<file path="config.mk">
export PLATFORM = sky130hd
export DESIGN_NAME = multicycle_ctrl
export DESIGN_NICKNAME = d
export VERILOG_FILES = /design/src/rtl/multicycle_ctrl.sv
export SDC_FILE = /design/constraint.sdc
export NUM_CORES = 1
export LEC_CHECK = 0
export CORE_AREA = 4 4 101 103
export CTS_BUF_LIST = sky130_fd_sc_hd__clkbuf_2 sky130_fd_sc_hd__clkbuf_4 sky130_fd_sc_hd__clkbuf_8
export CTS_CLUSTER_DIAMETER = 80
export DETAILED_ROUTE_END_ITERATION = 8
export DIE_AREA = 0 0 105 107
export PLACE_DENSITY_LB_ADDON = 0.2
export SKIP_LAST_GASP = 1
export SLEW_MARGIN = 10
export SYNTH_ARGS = -nofsm -noshare
export SYNTH_HDL_FRONTEND = slang
export SYNTH_SLANG_ARGS = --single-unit
</file>
<file path="constraint.sdc">
create_clock -name clk -period 4.4 [get_ports clk]
set_input_delay 0.88 -clock clk [delete_from_list [all_inputs] [get_ports clk]]
set_output_delay 0.88 -clock clk [all_outputs]
set_load 0.03 [all_outputs]
</file>
<file path="src/rtl/multicycle_ctrl.sv">
// Multicycle control FSM for the 16-bit RISC core: sequences FETCH/DECODE/EXEC/MEM/WB,
// owns the PC and drives regfile addresses, ALU controls and data-memory strobes.
module multicycle_ctrl #(
  parameter logic [15:0] PC_RESET = 16'h0000
) (
  input  logic        clk,
  input  logic        rst_n,
  output logic        imem_req,
  input  logic        imem_ready,
  input  logic [15:0] instr,
  output logic [15:0] pc,
  output logic [2:0]  RA,
  output logic [2:0]  RB,
  output logic [2:0]  RW,
  output logic        reg_wr_en,
  output logic [1:0]  alu_op,
  output logic        alu_src_imm,
  output logic [15:0] imm_ext,
  input  logic        alu_zero,
  output logic        mem_rd,
  output logic        mem_wr,
  input  logic        mem_ready,
  output logic        wb_sel,
  output logic        halted,
  output logic [2:0]  state_dbg   // 0 FETCH, 1 DECODE, 2 EXEC, 3 MEM, 4 WB, 5 HALT
);

  // Handshakes: imem_req / mem_rd / mem_wr are registered requests held high until a
  // clock edge sees the matching ready; a ready arriving while its request is low is ignored.
  typedef enum logic [2:0] {
    S_FETCH  = 3'd0,
    S_DECODE = 3'd1,
    S_EXEC   = 3'd2,
    S_MEM    = 3'd3,
    S_WB     = 3'd4,
    S_HALT   = 3'd5
  } state_t;

  localparam logic [3:0] OP_ADDI = 4'h4;
  localparam logic [3:0] OP_LW   = 4'h5;
  localparam logic [3:0] OP_SW   = 4'h6;
  localparam logic [3:0] OP_BEQ  = 4'h7;
  localparam logic [3:0] OP_JMP  = 4'h8;
  localparam logic [3:0] OP_HALT = 4'hF;

  state_t      state;
  logic [15:0] ir;
  logic [3:0]  ipc_hi;
  logic [3:0]  op;
  logic [2:0]  rd;
  logic [3:0]  f_op;
  logic [1:0]  f_alu_op;
  logic        f_src_imm;
  logic        f_rb_rd;

  assign op        = ir[15:12];
  assign rd        = ir[11:9];
  assign f_op      = instr[15:12];
  assign imm_ext   = {{10{ir[5]}}, ir[5:0]};
  assign state_dbg = state;

  // Read addresses and ALU controls are decoded straight from the fetched word so the
  // regfile sees RA/RB during DECODE and BUSA/BUSB are valid in EXEC.
  always_comb begin
    f_alu_op  = 2'b00;
    f_src_imm = 1'b0;
    f_rb_rd   = 1'b0;
    case (f_op)
      4'h0, 4'h1, 4'h2, 4'h3: f_alu_op = f_op[1:0];
      OP_ADDI, OP_LW:         f_src_imm = 1'b1;
      OP_SW: begin
        f_src_imm = 1'b1;
        f_rb_rd   = 1'b1;
      end
      OP_BEQ: begin
        f_alu_op = 2'b01;
        f_rb_rd  = 1'b1;
      end
      default: ;
    endcase
  end

  always_ff @(posedge clk or negedge rst_n) begin
    if (!rst_n) begin
      state       <= S_FETCH;
      pc          <= PC_RESET;
      ir          <= '0;
      ipc_hi      <= '0;
      imem_req    <= 1'b0;
      RA          <= '0;
      RB          <= '0;
      RW          <= '0;
      reg_wr_en   <= 1'b0;
      alu_op      <= '0;
      alu_src_imm <= 1'b0;
      mem_rd      <= 1'b0;
      mem_wr      <= 1'b0;
      wb_sel      <= 1'b0;
      halted      <= 1'b0;
    end else begin
      case (state)
        S_FETCH: begin
          if (!imem_req) begin
            imem_req <= 1'b1;
          end else if (imem_ready) begin
            ir          <= instr;
            ipc_hi      <= pc[15:12];
            pc          <= pc + 16'd1;
            imem_req    <= 1'b0;
            RA          <= instr[8:6];
            RB          <= f_rb_rd ? instr[11:9] : instr[5:3];
            alu_op      <= f_alu_op;
            alu_src_imm <= f_src_imm;
            state       <= S_DECODE;
          end
        end
        S_DECODE: begin
          case (op)
            OP_JMP: begin
              // Target page comes from the address the JMP was fetched from.
              pc       <= {ipc_hi, ir[11:0]};
              imem_req <= 1'b1;
              state    <= S_FETCH;
            end
            OP_HALT: begin
              halted <= 1'b1;
              state  <= S_HALT;
            end
            4'h0, 4'h1, 4'h2, 4'h3, OP_ADDI, OP_LW, OP_SW, OP_BEQ: state <= S_EXEC;
            default: begin
              imem_req <= 1'b1;
              state    <= S_FETCH;
            end
          endcase
        end
        S_EXEC: begin
          case (op)
            OP_LW: begin
              mem_rd <= 1'b1;
              state  <= S_MEM;
            end
            OP_SW: begin
              mem_wr <= 1'b1;
              state  <= S_MEM;
            end
            OP_BEQ: begin
              if (alu_zero) pc <= pc + imm_ext;
              imem_req <= 1'b1;
              state    <= S_FETCH;
            end
            default: begin
              reg_wr_en <= 1'b1;
              RW        <= rd;
              wb_sel    <= 1'b0;
              state     <= S_WB;
            end
          endcase
        end
        S_MEM: begin
          if (mem_ready) begin
            mem_rd <= 1'b0;
            mem_wr <= 1'b0;
            if (op == OP_LW) begin
              reg_wr_en <= 1'b1;
              RW        <= rd;
              wb_sel    <= 1'b1;
              state     <= S_WB;
            end else begin
              imem_req <= 1'b1;
              state    <= S_FETCH;
            end
          end
        end
        S_WB: begin
          reg_wr_en <= 1'b0;
          imem_req  <= 1'b1;
          state     <= S_FETCH;
        end
        S_HALT: state <= S_HALT;
        default: begin
          imem_req <= 1'b1;
          state    <= S_FETCH;
        end
      endcase
    end
  end

endmodule

</file>
**Word level (Yosys, flattened, before mapping)**

Cells that the tools add are included.

- Register bits after elaboration: 57
- Bits in latches: 0
- Memory bits (writable): 0
- Memory bits (read-only): 0
- Output and inout bits: 53
- Word-level logic and storage cells: 111
- Memories: 0

- Add/sub/neg operators: 2
- Multipliers: 0
- Divide/modulo/power cells: 0
- $lt $le $gt $ge: 0
- Eq/ne operators: 33
- Shift operators: 0
- Mux-type cells: 38
- Bitwise operators: 1
- Reductions and logical operators: 22

Operators by type and width:

| kind | number |
|---|---|
| $mux 16 | 5 |
| $pmux 16 s3 | 1 |
| $eq 4x3->1 const B | 8 |
| $mux 3 | 8 |
| $ne 2x2->1 const B | 10 |
| $pmux 3 s2 | 3 |
| $add 16x1->16 const B | 1 |
| $add 16x16->16 | 1 |
| $eq 4x2->1 const B | 4 |
| $pmux 3 s5 | 1 |
| $mux 1 | 14 |
| $reduce_and 3->1 | 4 |
| $reduce_or 9->1 | 1 |
| $eq 4x1->1 const B | 2 |
| $eq 4x4->1 const B | 2 |
| $logic_not 4->1 | 2 |
| $reduce_and 4->1 | 2 |
| $reduce_or 8->1 | 1 |
| $eq 3x2->1 const B | 2 |
| $eq 3x3->1 const B | 2 |
| $pmux 1 s2 | 3 |
| $reduce_and 6->1 | 1 |
| $reduce_bool 3->1 | 2 |
| $reduce_or 3->1 | 2 |
| other kinds (12) | 14 |

**Longest topological paths before layout**

Gate-level depths: netlist of run 1.

- Word-level depth: 4
- Depth in mapped cells: 11
- Gate-level depth less buffers: 10

**Worst setup path after synthesis of run 1**

Ideal clock, no wire load.

- Kind: register to register
- Start: reg state[0] (netlist: state_dbg[0])
- End: reg pc[12]
- Library setup time: 71 ps
- Data arrival time: 3006 ps
- Required time: 4329 ps
- Setup slack: 1323 ps
- Cell stages (with the launch flop): 12
- Path through: dfrtp_1 -> buf_2 -> nor3b_2 -> nand2b_1 -> ha_1 -> fa_1 -> a211oi_1 -> o21bai_2 -> nor3_2 -> a31oi_1 -> or4_1 -> nand4_1

- Cells in the longest elaborated chain, start to end: 3
- Elaborated cells on any way between the ends: 11
- Classes of those cells: eq/ne (7); mux (1); reduce/logical (3)

Ends and longest elaborated chain:

| item | RTL line | RTL |
|---|---|---|
| from (decl) | 46 | `state_t state;` |
| from (signal assigned) | 85 | `state <= S_FETCH;` |
| from (signal assigned) | 114 | `state <= S_DECODE;` |
| from (signal assigned) | 123 | `state <= S_FETCH;` |
| $eq 3x1->1, or another cell as far along | 101 | `case (state)` |
| $ne 2x1->1 (no line), or another cell as far along | - |  |
| $reduce_and 6->1 (no line) | - |  |
| to (signal assigned) | 108 | `pc <= pc + 16'd1;` |
| to (signal assigned) | 121 | `pc <= {ipc_hi, ir[11:0]};` |
| to (signal assigned) | 147 | `if (alu_zero) pc <= pc + imm_ext;` |
| to (decl) | 11 | `output logic [15:0] pc,` |

Several ways; a longest one is shown, not always the timed one.
A chain may end at the register's enable or synchronous reset.

**Worst setup path in the final report of run 1**

- Start: reg state[1] (netlist: state_dbg[1])
- End: reg pc[12]

The elaborated chain is that of the path after synthesis.

==> results of run 1 <==
through the flow:
step / total power, mW / cell area, µm²
after CTS: 3.37 / 4000
final: 3.34 / 4000
after detailed placement: 3.01 / 3890
after global routing: 3.59 / 4000
after global placement: 3.00 / 3890
after floorplan: 2.40 / 3200
registers in the layout, summed over array words and instances, names as in the netlist:
name,count
RA,2
RB,3
RW,3
alu_op,2
alu_src_imm,1
halted,1
imem_req,1
ipc_hi,4
ir,14
mem_rd,1
mem_wr,1
pc,16
reg_wr_en,1
state_dbg,3
wb_sel,1
report_power, final:
part           internal (mW)  total, mW  switching [mW]
Clock                  0.176      0.347           0.170
Combinational          0.837       1.94            1.10
Sequential             0.733       1.05           0.320
Total                   1.75       3.34            1.59
routing by layer:
metal | GRT usage | part of all wire
met1 | 0.201 | 0.48
met2 | 0.229 | 0.46
met3 | 0.0355 | 0.056
met4 | 0.0328 | 0.0082
met5 | 0 | 0
worst register-to-register path, cell delays in order, from the launching register on:
cell	delay [ns]
sky130_fd_sc_hd__dfrtp_1	0.64
sky130_fd_sc_hd__nor3b_2	0.41
sky130_fd_sc_hd__nand2b_1	0.10
sky130_fd_sc_hd__ha_1	0.21
sky130_fd_sc_hd__fa_1	0.42
sky130_fd_sc_hd__a211oi_1	0.39
sky130_fd_sc_hd__o21bai_2	0.22
sky130_fd_sc_hd__nor3_2	0.18
sky130_fd_sc_hd__a31oi_1	0.07
sky130_fd_sc_hd__or4_1	0.41
sky130_fd_sc_hd__nand4_1	0.09
layout make-up:
class	count	area [µm²]
flip-flops and latches	54	1350
multi-input cells	241	1620
fillers	920	5200
clock inverters	2	37.5
repair buffers	77	756
well taps	111	139
inverters	5	18.8
clock buffers	6	76.3
Yosys cell counts (all sizes together) (2+ instances only):
cell type  number  area share
a2bb2oi         6       0.016
nor3            8       0.014
ha              5       0.020
o22ai          11       0.023
or3             2      0.0039
a21oi          25       0.039
nor2b           5      0.0098
and2            5      0.0098
mux2           25       0.088
a31oi           3      0.0059
buf            24       0.051
o21ai          17       0.027
a211oi          3      0.0070
nand4b          4       0.011
mux2i          10       0.031
nand3b          3      0.0070
or4             4       0.012
nor4            3      0.0059
nor4b           3       0.010
inv             5      0.0059
nand2          37       0.043
clkbuf         12       0.014
nand2b          2      0.0039
nor2           24       0.028
nand3           5      0.0078
nor3b           2      0.0063
nand4           2      0.0039
dfrtp          54        0.42
a21o            5       0.012
and3            5      0.0098
path summary, 6_finish.rpt:
| path | cells after the start | startpoint | endpoint |
|---|---|---|---|
| max | 10 | state_dbg[1]$_DFFE_PN0P_ | pc[12]$_DFFE_PN0P_ |
| min in group asynchronous | 2 | rst_n | pc[15]$_DFFE_PN0P_ |
| max in group asynchronous | 2 | rst_n | reg_wr_en$_DFFE_PN0P_ |
| max reg2reg | 10 | state_dbg[1]$_DFFE_PN0P_ | pc[12]$_DFFE_PN0P_ |
| min | 2 | mem_wr$_DFFE_PN0P_ | mem_wr$_DFFE_PN0P_ |
| min reg2reg | 2 | mem_wr$_DFFE_PN0P_ | mem_wr$_DFFE_PN0P_ |
kinds of logic (layout without fill, tap and decap cells):
| kind of cell | after synthesis | in the layout | share of synthesized area |
|---|---|---|---|
| flops | 54 | 54 | 0.422 |
| compound gates | 80 | 80 | 0.158 |
| fa+ha+maj | 6 | 6 | 0.0258 |
| mux | 35 | 35 | 0.119 |
| buf+inv | 41 | 90 | 0.0711 |
| simple gates | 118 | 118 | 0.199 |
| xor+xnor | 2 | 2 | 0.00547 |
==> impl_metrics.csv, run 1 <==
group,metric,value,unit
clock_tree,cts_bufs_inserted,5,
sta,setup-tns-final,0,ns
sta,report.final.hold_viol_count,0,
worst_setup_path,path_max_fanout,18,
clock_tree,cts_hold_buffers,0,
grt,grt_start_max_net_pins,55,
die,io-pin-count,74,
die,initial_utilization,0.348,
placed_design,place_inst,488,
power_and_ir_drop,cellLeakagePower,1.67,nW
worst_setup_path,cpMaxStageDelayCell,"sky130_fd_sc_hd__dfrtp_1",
sta,slew_viol_final,0,
power_and_ir_drop,peakVddDrop,0.000354,V
logic_synthesis,postSynthCellCount,336,
clock_tree,path_clk_slew,0.10,ns
die,rows,35,
worst_setup_path,crit_type,"flop to flop",
logic_synthesis,post_synth_instance_area,3200,µm²
placed_design,dpl.hpwl,5510,µm
routing,route.detailed.wl_per_inst,15.9,µm
outcome,status,"finished clean",
sta,timing.fmax,311,MHz
clock_tree,max-clock-path-buffers,2,
clock_tree,ctsResizeCount,0,
logic_synthesis,synth_seq_cells,54,
worst_setup_path,setup.reg_to_reg.worst_slack,1.19,ns
power_and_ir_drop,cellPowerDensity,834,nW/µm²
worst_setup_path,wp_data_arrival,3.46,ns
sta,worst_pin_slew,0.898,ns
placed_design,gpl.final_weighted_congestion,0.810,
clock_tree,clock_tree.root_cell,"sky130_fd_sc_hd__clkbuf_8",
sta,grt_setup_unrepaired,"false",
grt,grt_overflow_total,0,
routing,antenna_left,0,
logic_synthesis,dominant_register_cell_in_the_synthesized_netlist,"sky130_fd_sc_hd__dfrtp_1",
logic_synthesis,yosys_warnings,0,
clock_tree,num_clock_sinks,54,
die,area_of_the_core,9200,µm²
final_layout,num-nets-final,411,
placed_design,worst_setup_slack_before_clock_tree_synthesis,1.19,ns
worst_setup_path,critPathMaxStageDelay,0.64,ns
grt,grt_antenna_before_repair,0,
clock_tree,tritoncts,"built",
final_layout,layout.cells.non_filler,496,
final_layout,area_growth_syn_to_layout,25.0,%
final_layout,drive_above_1_share,0.0909,
grt,overall_global_routing_usage,0.145,
worst_setup_path,setup.worst_path.start_class,"flop",
logic_synthesis,number_of_flops_mapped_to_enable_cells_by_yosys,0,
hold_path,holdCritPathClass,"flop to flop",
logic_synthesis,post_synth.cell_area_avg,9.53,µm²
worst_setup_path,cp_cell_sequence,"nor3b_2, nand2b_1, ha_1, fa_1, a211oi_1, o21bai_2, nor3_2, a31oi_1, or4_1, nand4_1",
sta,report.final.setup_viol,0,
logic_synthesis,synthDistinctLibCells,56,
clock_tree,insertion_delay,0.31,ns
sta,timing.clock.skew,0.0120,ns
routing,dr_total_vias,2598,
worst_setup_path,cp.required,4.65,ns
worst_setup_path,critPathCaptureType,"flop",
routing,route.detailed.drc,0,
die,die_width,105,µm
die,die_ht,107,µm
clock_tree,cts.repair_timing.setup_buffer_count,0,
routing,detailedRoute.firstIterationViolations,119,
die,die-area,11200,µm²
routing,routed_wirelength,7900,µm
job,max_cap_violations,0,
worst_setup_path,timing.critical_path.max_delay_family,"simple AND/OR/NAND/NOR gates",
routing,drt_first_pass_iters,4,
final_layout,layout.cells.most_common_list,"sky130_fd_sc_hd__clkdlybuf4s50_1, sky130_fd_sc_hd__dfrtp_1, sky130_fd_sc_hd__nand2_1",
worst_setup_path,crit_buf_inv,0,
logic_synthesis,portion_of_the_post_synthesis_area_used_by_sequential_elements,0.422,
clock_tree,ctsHtreeMaxLevel,2,
grt,global_route_wire_length_before_repair,13300,µm
logic_synthesis,synth_async_sr_flop_share,1.00,
sta,final.period_utilization,0.731,
sta,fin_ws,1.19,ns
final_layout,diodes,0,
routing,viasPerCell,5.24,
sta,post-route-min-period,3.21,ns
placed_design,port_buffers,73,
sta,hold_ws,0.486,ns
logic_synthesis,synth.net_count,363,
sta,slew_headroom,0.400,
grt,number_of_global_route_vias_before_repair,2538,
final_layout,most_common_cell_after_layout_fill_and_taps_aside,"sky130_fd_sc_hd__clkdlybuf4s50_1",
final_layout,utilization,0.435,
No activity file was read; power rests on OpenSTA's default activity.
==> inputs of run 2 (changes only) <==
Clock period 4.4 ns to 3.19 ns, I/O delays scaled along.
==> impl_metrics.csv, run 2 (same netlist as run 1, synthesis figures left out) <==
group,metric,value,unit
worst_setup_path,cp.required,3.44,ns
grt,global_route_wire_length_before_repair,13300,µm
die,area_of_the_core,9200,µm²
worst_setup_path,setup.reg_to_reg.worst_slack,0.39,ns
worst_setup_path,critPathMaxStageDelay,0.43,ns
routing,drt_first_pass_iters,5,
hold_path,holdCritPathClass,"primary input to asynchronous set/reset pin",
clock_tree,ctsHtreeMaxLevel,2,
final_layout,utilization,0.437,
sta,grt_setup_unrepaired,"false",
die,io-pin-count,74,
routing,route.detailed.drc,0,
final_layout,area_growth_syn_to_layout,25.6,%
final_layout,max_reg_flops,16,
die,rows,35,
sta,slew_viol_final,0,
grt,grt_start_max_net_pins,30,
clock_tree,path_clk_slew,0.11,ns
final_layout,num-nets-final,417,
power_and_ir_drop,peakVddDrop,0.000468,V
sta,slew_headroom,0.397,
grt,number_of_global_route_vias_before_repair,2615,
sta,post-route-min-period,2.80,ns
job,max_cap_violations,0,
final_layout,most_common_cell_after_layout_fill_and_taps_aside,"sky130_fd_sc_hd__clkdlybuf4s50_1",
final_layout,layout.cells.most_common_list,"sky130_fd_sc_hd__clkdlybuf4s50_1, sky130_fd_sc_hd__dfrtp_1, sky130_fd_sc_hd__nand2_1",
routing,routed_wirelength,7930,µm
grt,overall_global_routing_usage,0.143,
worst_setup_path,setup.worst_path.start_class,"flop",
placed_design,gpl.final_weighted_congestion,0.832,
worst_setup_path,timing.critical_path.max_delay_family,"simple AND/OR/NAND/NOR gates",
final_layout,reg.largest.list,"pc: 16 flops, ir: 14 flops, ipc_hi: 4 flops",
routing,antenna_left,0,
clock_tree,clock_tree.root_cell,"sky130_fd_sc_hd__clkbuf_8",
sta,report.final.hold_viol_count,0,
sta,hold_ws,0.226,ns
die,die-area,11200,µm²
sta,timing.fmax,357,MHz
worst_setup_path,wp_data_arrival,3.05,ns
worst_setup_path,crit_type,"flop to flop",
power_and_ir_drop,cellPowerDensity,1130,nW/µm²
routing,detailedRoute.firstIterationViolations,117,
placed_design,worst_setup_slack_before_clock_tree_synthesis,0.378,ns
final_layout,layout.cell_area.non_filler,4020,µm²
clock_tree,max-clock-path-buffers,2,
placed_design,dpl-instance-area,3930,µm²
sta,setup-tns-final,0,ns
routing,viasPerCell,5.32,
final_layout,drive_above_1_share,0.105,
die,die_ht,107,µm
worst_setup_path,cp_cell_sequence,"nor3b_2, nand2b_1, ha_1, fa_1, a211oi_1, o21bai_2, nor3_2, a31oi_1, or4_1, nand4_1",
routing,route.detailed.wl_per_inst,15.8,µm
worst_setup_path,crit_buf_inv,0,
sta,final.period_utilization,0.878,
grt,grt_overflow_total,0,
sta,report.final.setup_viol,0,
outcome,status,"finished clean",
placed_design,place_inst,494,
placed_design,port_buffers,73,
clock_tree,tritoncts,"built",
final_layout,top_register,"pc",
sta,timing.clock.skew,0.0197,ns
final_layout,layout.cells.non_filler,502,
clock_tree,cts_hold_buffers,0,
routing,dr_total_vias,2672,
power_and_ir_drop,cellLeakagePower,1.69,nW
power_and_ir_drop,overall_power_after_layout,4.56,mW
placed_design,dpl.hpwl,5880,µm
worst_setup_path,path_max_fanout,7,
worst_setup_path,cpMaxStageDelayCell,"sky130_fd_sc_hd__fa_1",
clock_tree,cts.repair_timing.setup_buffer_count,0,
worst_setup_path,critPathCaptureType,"flop",
die,initial_utilization,0.348,
final_layout,layout.filler_cells,910,
sta,fin_ws,0.389,ns
final_layout,diodes,0,
clock_tree,num_clock_sinks,54,
clock_tree,ctsResizeCount,0,
grt,grt_antenna_before_repair,0,
sta,worst_pin_slew,0.902,ns
die,die_width,105,µm
clock_tree,insertion_delay,0.31,ns
clock_tree,cts_bufs_inserted,5,
[run 2: changes by cell type in the layout (fill, tap and decap cells not counted), sizes merged]
cell and delta:
clkinv +2, bufinv -1, clkinvlp -1, buf +6
[run 2: per-layer routing]
metal / wire, µm / GRT usage / share of wire / vias to the layer above
met2: 3660 / 0.232 / 0.46 / 65
met4: 25 / 0.0225 / 0.0032 / 0
li1: - / - / - / 1313
met1: 3750 / 0.197 / 0.47 / 1292
met3: 496 / 0.0343 / 0.063 / 2
met5: 0 / 0 / 0 / -
[run 2: cell type report]
class / instances / area (µm²) / share of cell area
Tap cell: 111 / 139 / 0.0345
Clock inverter: 2 / 13.8 / 0.00342
Timing Repair Buffer: 83 / 801 / 0.199
Clock buffer: 6 / 76.3 / 0.0190
Multi-Input combinational cell: 241 / 1620 / 0.403
Inverter: 5 / 18.8 / 0.00467
Sequential cell: 54 / 1350 / 0.336
[run 2: worst register-to-register path: cells and delay by family (launching register included)]
family,cells,cell delay [ns]
adder cells (fa/ha/maj),2,0.64
AND/OR/NAND/NOR,5,1.03
flip-flops,1,0.40
AO/OA/AOI/OAI,3,0.69
[run 2: power by group]
| part | switching, mW | total, mW | internal, mW |
|---|---|---|---|
| clock network | 0.230 | 0.394 | 0.164 |
| logic | 1.58 | 2.77 | 1.19 |
| registers | 0.386 | 1.40 | 1.01 |
| total | 2.19 | 4.56 | 2.37 |
[run 2: final timing paths]
kind | cells past startpoint | from | endpoint
max | 10 | state_dbg[0]$_DFFE_PN0P_ | pc[12]$_DFFE_PN0P_
min | 1 | rst_n | pc[15]$_DFFE_PN0P_
max reg2reg | 10 | state_dbg[0]$_DFFE_PN0P_ | pc[12]$_DFFE_PN0P_
min reg2reg | 1 | halted$_DFFE_PN0P_ | halted$_DFFE_PN0P_
max in group asynchronous | 2 | rst_n | halted$_DFFE_PN0P_
min in group clk | 1 | halted$_DFFE_PN0P_ | halted$_DFFE_PN0P_
==> RTL change 1 (flow settings as in run 2) <==
Register the output `state_dbg` once more, with the module's reset; this adds one clock of latency there. The other outputs are not delayed to match.
--- a/src/rtl/multicycle_ctrl.sv
+++ b/src/rtl/multicycle_ctrl.sv
@@ -58,5 +58,11 @@
   assign f_op      = instr[15:12];
   assign imm_ext   = {{10{ir[5]}}, ir[5:0]};
-  assign state_dbg = state;
+  always_ff @(posedge clk or negedge rst_n) begin
+    if (!rst_n) begin
+      state_dbg <= '0;
+    end else begin
+      state_dbg <= state;
+    end
+  end
 
   // Read addresses and ALU controls are decoded straight from the fetched word so the
Function: changed (Yosys sat finds a counterexample within 4 cycles, from zero or initial values and one cycle with rst_n low).
==> RTL change 1 against run 2 <==
  * Setup slack worse by 0.18 ns
  * Final area is 7.8% higher
  * Routed wire length increased by 6.8%
  * Clock skew down 0.014 ns
  * Non-clock buffer count increased by 2
  * Sequential cell count is 3 higher
  * Largest cell class unchanged
  * Synthesized area grew 6.1%
Power is left out: it rests on default switching activity, and per cell area and clock period it moved more than threefold.
==> RTL change 1: results (changes against run 2) <==
- Outcome: finished clean
- H-tree lvl count: 3 (+1)
- Proportion of layout cells with a drive suffix above 1: 16.1% (+5.6 points)
- WL/cell: 16.3 um (+2.9%)
- Commonest cells in the synthesized netlist: 57 x dfrtp_1, 33 x nor2_1, 26 x nand2_1
- Share of synthesized area occupied by flip-flops and latches: 42.0% (-0.20 points)
- Detailed-routing iteration count for the pre-antenna-repair pass: 4 (-1)
- Worst hold slack after final layout: 0.459 ns (+0.233 ns)
- TritonCTS buffer count: 9 (+4)
- Reg2reg setup slack: 0.20 ns (-0.18 ns)
- Via density per instance: 5.45 (+2.4%)
- Number of cells after detailed placement: 505 (+2.2%)
- DR WL met2: 3920 um (+7.0%)
- Post-Synthesis Net Count: 381 (+5.0%)
- Setup Skew: 0.00580 ns (-0.0139 ns)
- Vias in the first global route: 2,869 (+9.7%)
- Pin count of the biggest net entering global routing: 58 (+93%)
- Global-route wire length before repair: 14,200 um (+6.8%)
- Max-Slew Margin vs Limit: 36.8% (-2.9 points)
- Half-perimeter wire length of the detailed placement result: 5980 um (+1.6%)
- Wire length on met1: 4030 um (+7.6%)
- Number of vias after detailed routing: 2,840 (+6.3%)
- Total global-route track usage: 15.8% (+1.5 points)
- Proportion of netlist area held by the largest area contributor: 42.0% (-0.20 points)
- Net count reported at finish: 432 (+3.6%)
- Arrival @ worst endpoint: 3.20 ns (+0.15 ns)
- Most area-consuming cells after synthesis: dfrtp_1 42%, mux2_2 8.0%, buf_4 4.4%, nor2_1 3.6%, mux2i_1 2.9%
- Post-Syn Area per Cell: 9.59 um2 (+0.67%)
- Iteration-0 DRC count of the detailed router: 245 (+110%)
- Reg clk slew, reported paths: 0.06 ns (-0.05 ns)
- Maximum fanout encountered on the critical timing path: 6 (-1)
- Routability cong.: 0.861 (+3.5%)
## RTL change 1: cell types whose count changed in the layout (fill, tap and decap cells not counted), moves of 6 or more
cell      change
o22ai_1       -6
nand2b_1      +6
mux2_1       -14
nor2_1        +9
clkbuf_8      +9
nand2_1      -11
a21oi_1       -6
mux2_2       +13
## RTL change 1: final cells by class
cell class              count  area share [%]
clock inverters             1           0.692
inverters                   7           0.606
repair buffers             85            18.8
multi-input cells         245            39.2
well taps                 111            3.20
clock buffers              15            4.62
flip-flops and latches     57            32.9
## RTL change 1: metrics by stage
step	setup WS, ns	utilization (%)
after floorplan	0.0533	-
after global placement	0.252	44.6
after detailed placement	0.195	44.6
after CTS	0.179	47.1
after global routing	0.000657	47.2
final	0.205	47.2
## RTL change 1: how the worst max path moves through the flow
stage | start | depth (start not counted) | endpoint | slack, ns
2_1_floorplan | state[0] | 11 | pc[12] | 0.05
3_3_place_gp | state[0] | 10 | pc[12] | 0.25
3_5_place_dp | state[0] | 10 | pc[12] | 0.20
4_1_cts | state[0] | 10 | pc[12] | 0.18
5_1_grt | state[0] | 10 | pc[12] | 0.0007
6_report | state[0] | 10 | pc[12] | 0.20
## RTL change 1: worst max-delay path: cells and delay by family (launching register included)
kind / cells / cell delay [ns]
DFF: 1 / 0.37
and+or+nand+nor: 6 / 1.36
adders and majority gates: 2 / 0.65
AOI/OAI and AO/OA: 2 / 0.48
## RTL change 1: routing by layer
layer  track usage (%)  up-vias
met5                 0        -
met4              6.94        0
met3              3.73        2
met2              24.6       78
met1              21.0     1390
li1                  -     1370
## RTL change 1: kinds of logic after synthesis
kind of cell,share of synthesized area [%]
buffers and inverters,8.59
flip-flops,42.0
AO/OA/AOI/OAI,14.9
multiplexers,10.9
XOR/XNOR,0.774
adder cells (fa/ha/maj),2.43
AND/OR/NAND/NOR,20.4
==> RTL change 2 (settings of run 2) <==
Made on the original files. Make the reset (`rst_n`) synchronous in one clocked block.
--- a/src/rtl/multicycle_ctrl.sv
+++ b/src/rtl/multicycle_ctrl.sv
@@ -81,5 +81,5 @@
   end
 
-  always_ff @(posedge clk or negedge rst_n) begin
+  always_ff @(posedge clk) begin
     if (!rst_n) begin
       state       <= S_FETCH;
Function: differs if rst_n is asserted again (counterexample within 4 cycles, from zero or initial values and one cycle with rst_n low); with rst_n held inactive, the same outputs for 4 cycles.
==> RTL change 2 against run 2 <==
  * Final area increased by 2.9%
  * Sequential cell count unchanged
  * Setup slack got worse by 0.023 ns
  * Die area stayed put
  * Utilization increased by 1.3 points
  * Synthesized area is 4.3% higher
  * Routed wire length up 21%
  * Final cell count grew 16%
  * Largest cell class unchanged
  * Highest routed layer unchanged
Power is left out: it rests on default switching activity, and per cell area and clock period it moved more than threefold.
==> RTL change 2: results (changes against run 2) <==
- Half-perimeter wire length of the detailed placement result: 6900 um (+17%)
- Wire length on met1: 4440 um (+19%)
- Pin count of the biggest net entering global routing: 47 (+57%)
- Proportion of final cell area spent on non-clock buffers: 20.4% (+0.47 points)
- Nonclk inv count: 4 (-1)
- Commonest cells in the synthesized netlist: 73 x nand2_1, 54 x dfxtp_1, 36 x nor2_1
- Worst-margin pin slew: 0.800 ns (-0.102 ns)
- Number of different library cells in the post-synthesis netlist: 59 (+5.4%)
- Clock buffers and inverters, area share: 2.24% (about the same)
- Post-Syn Area per Cell: 7.83 um2 (-18%)
- Leading area contributor after synthesis: dfxtp_1
- Plain + repair buffers: 88 (+6.0%)
- Multi-input gate share of the layout cell area: 47.5% (+7.2 points)
- Global-route wire length before repair: 15,500 um (+17%)
- Maximum fanout encountered on the critical timing path: 5 (-2)
- Number of combinational gates with multiple inputs: 318 (+32%)
- Total area of sequential cells: 0.00108 mm2 (-20%)
- Routability cong.: 0.902 (+8.4%)
- DR WL met2: 4450 um (+21%)
- Iteration-0 DRC count of the detailed router: 179 (+53%)
- Outcome: finished clean
- Post-placement setup slack: 0.382 ns (+0.00419 ns)
- Placement-stage cell area: 0.00404 mm2 (+2.9%)
- Post-Layout Cell Count: 583 (+16%)
- Detailed-routing iteration count for the pre-antenna-repair pass: 4 (-1)
[RTL change 2: cell count changes after synthesis, moves of 7 or more]
cell      before  now
a21oi_1       25   35
mux2_1        14    0
dfxtp_1        0   54
nand4_1        2   10
nor2_1        24   36
nand3_1        5   16
dfrtp_1       54    0
o22ai_1       10    0
nand2_1       37   73
o211ai_1       1    8
o21ai_0       12    5
buf_2          2   10
mux2_2        11    3
[RTL change 2: worst paths after layout]
check              end  slack (ns)  cells after the start
min          reg_wr_en        0.46                      2
min reg2reg  reg_wr_en        0.46                      2
max reg2reg     pc[12]        0.37                      9
max             pc[12]        0.37                      9
[RTL change 2: logic make-up (layout without fill, tap and decap cells)]
group                    count (synthesis)  in the layout  synth area share [%]
multiplexers                            16             16                  4.91
AO/OA/AOI/OAI                           96             96                  19.5
flip-flops                              54             54                  32.4
buffers and inverters                   54            100                  8.89
XOR/XNOR                                 3              3                 0.788
adder cells (fa/ha/maj)                  6              6                  2.47
AND/OR/NAND/NOR                        197            197                  31.0
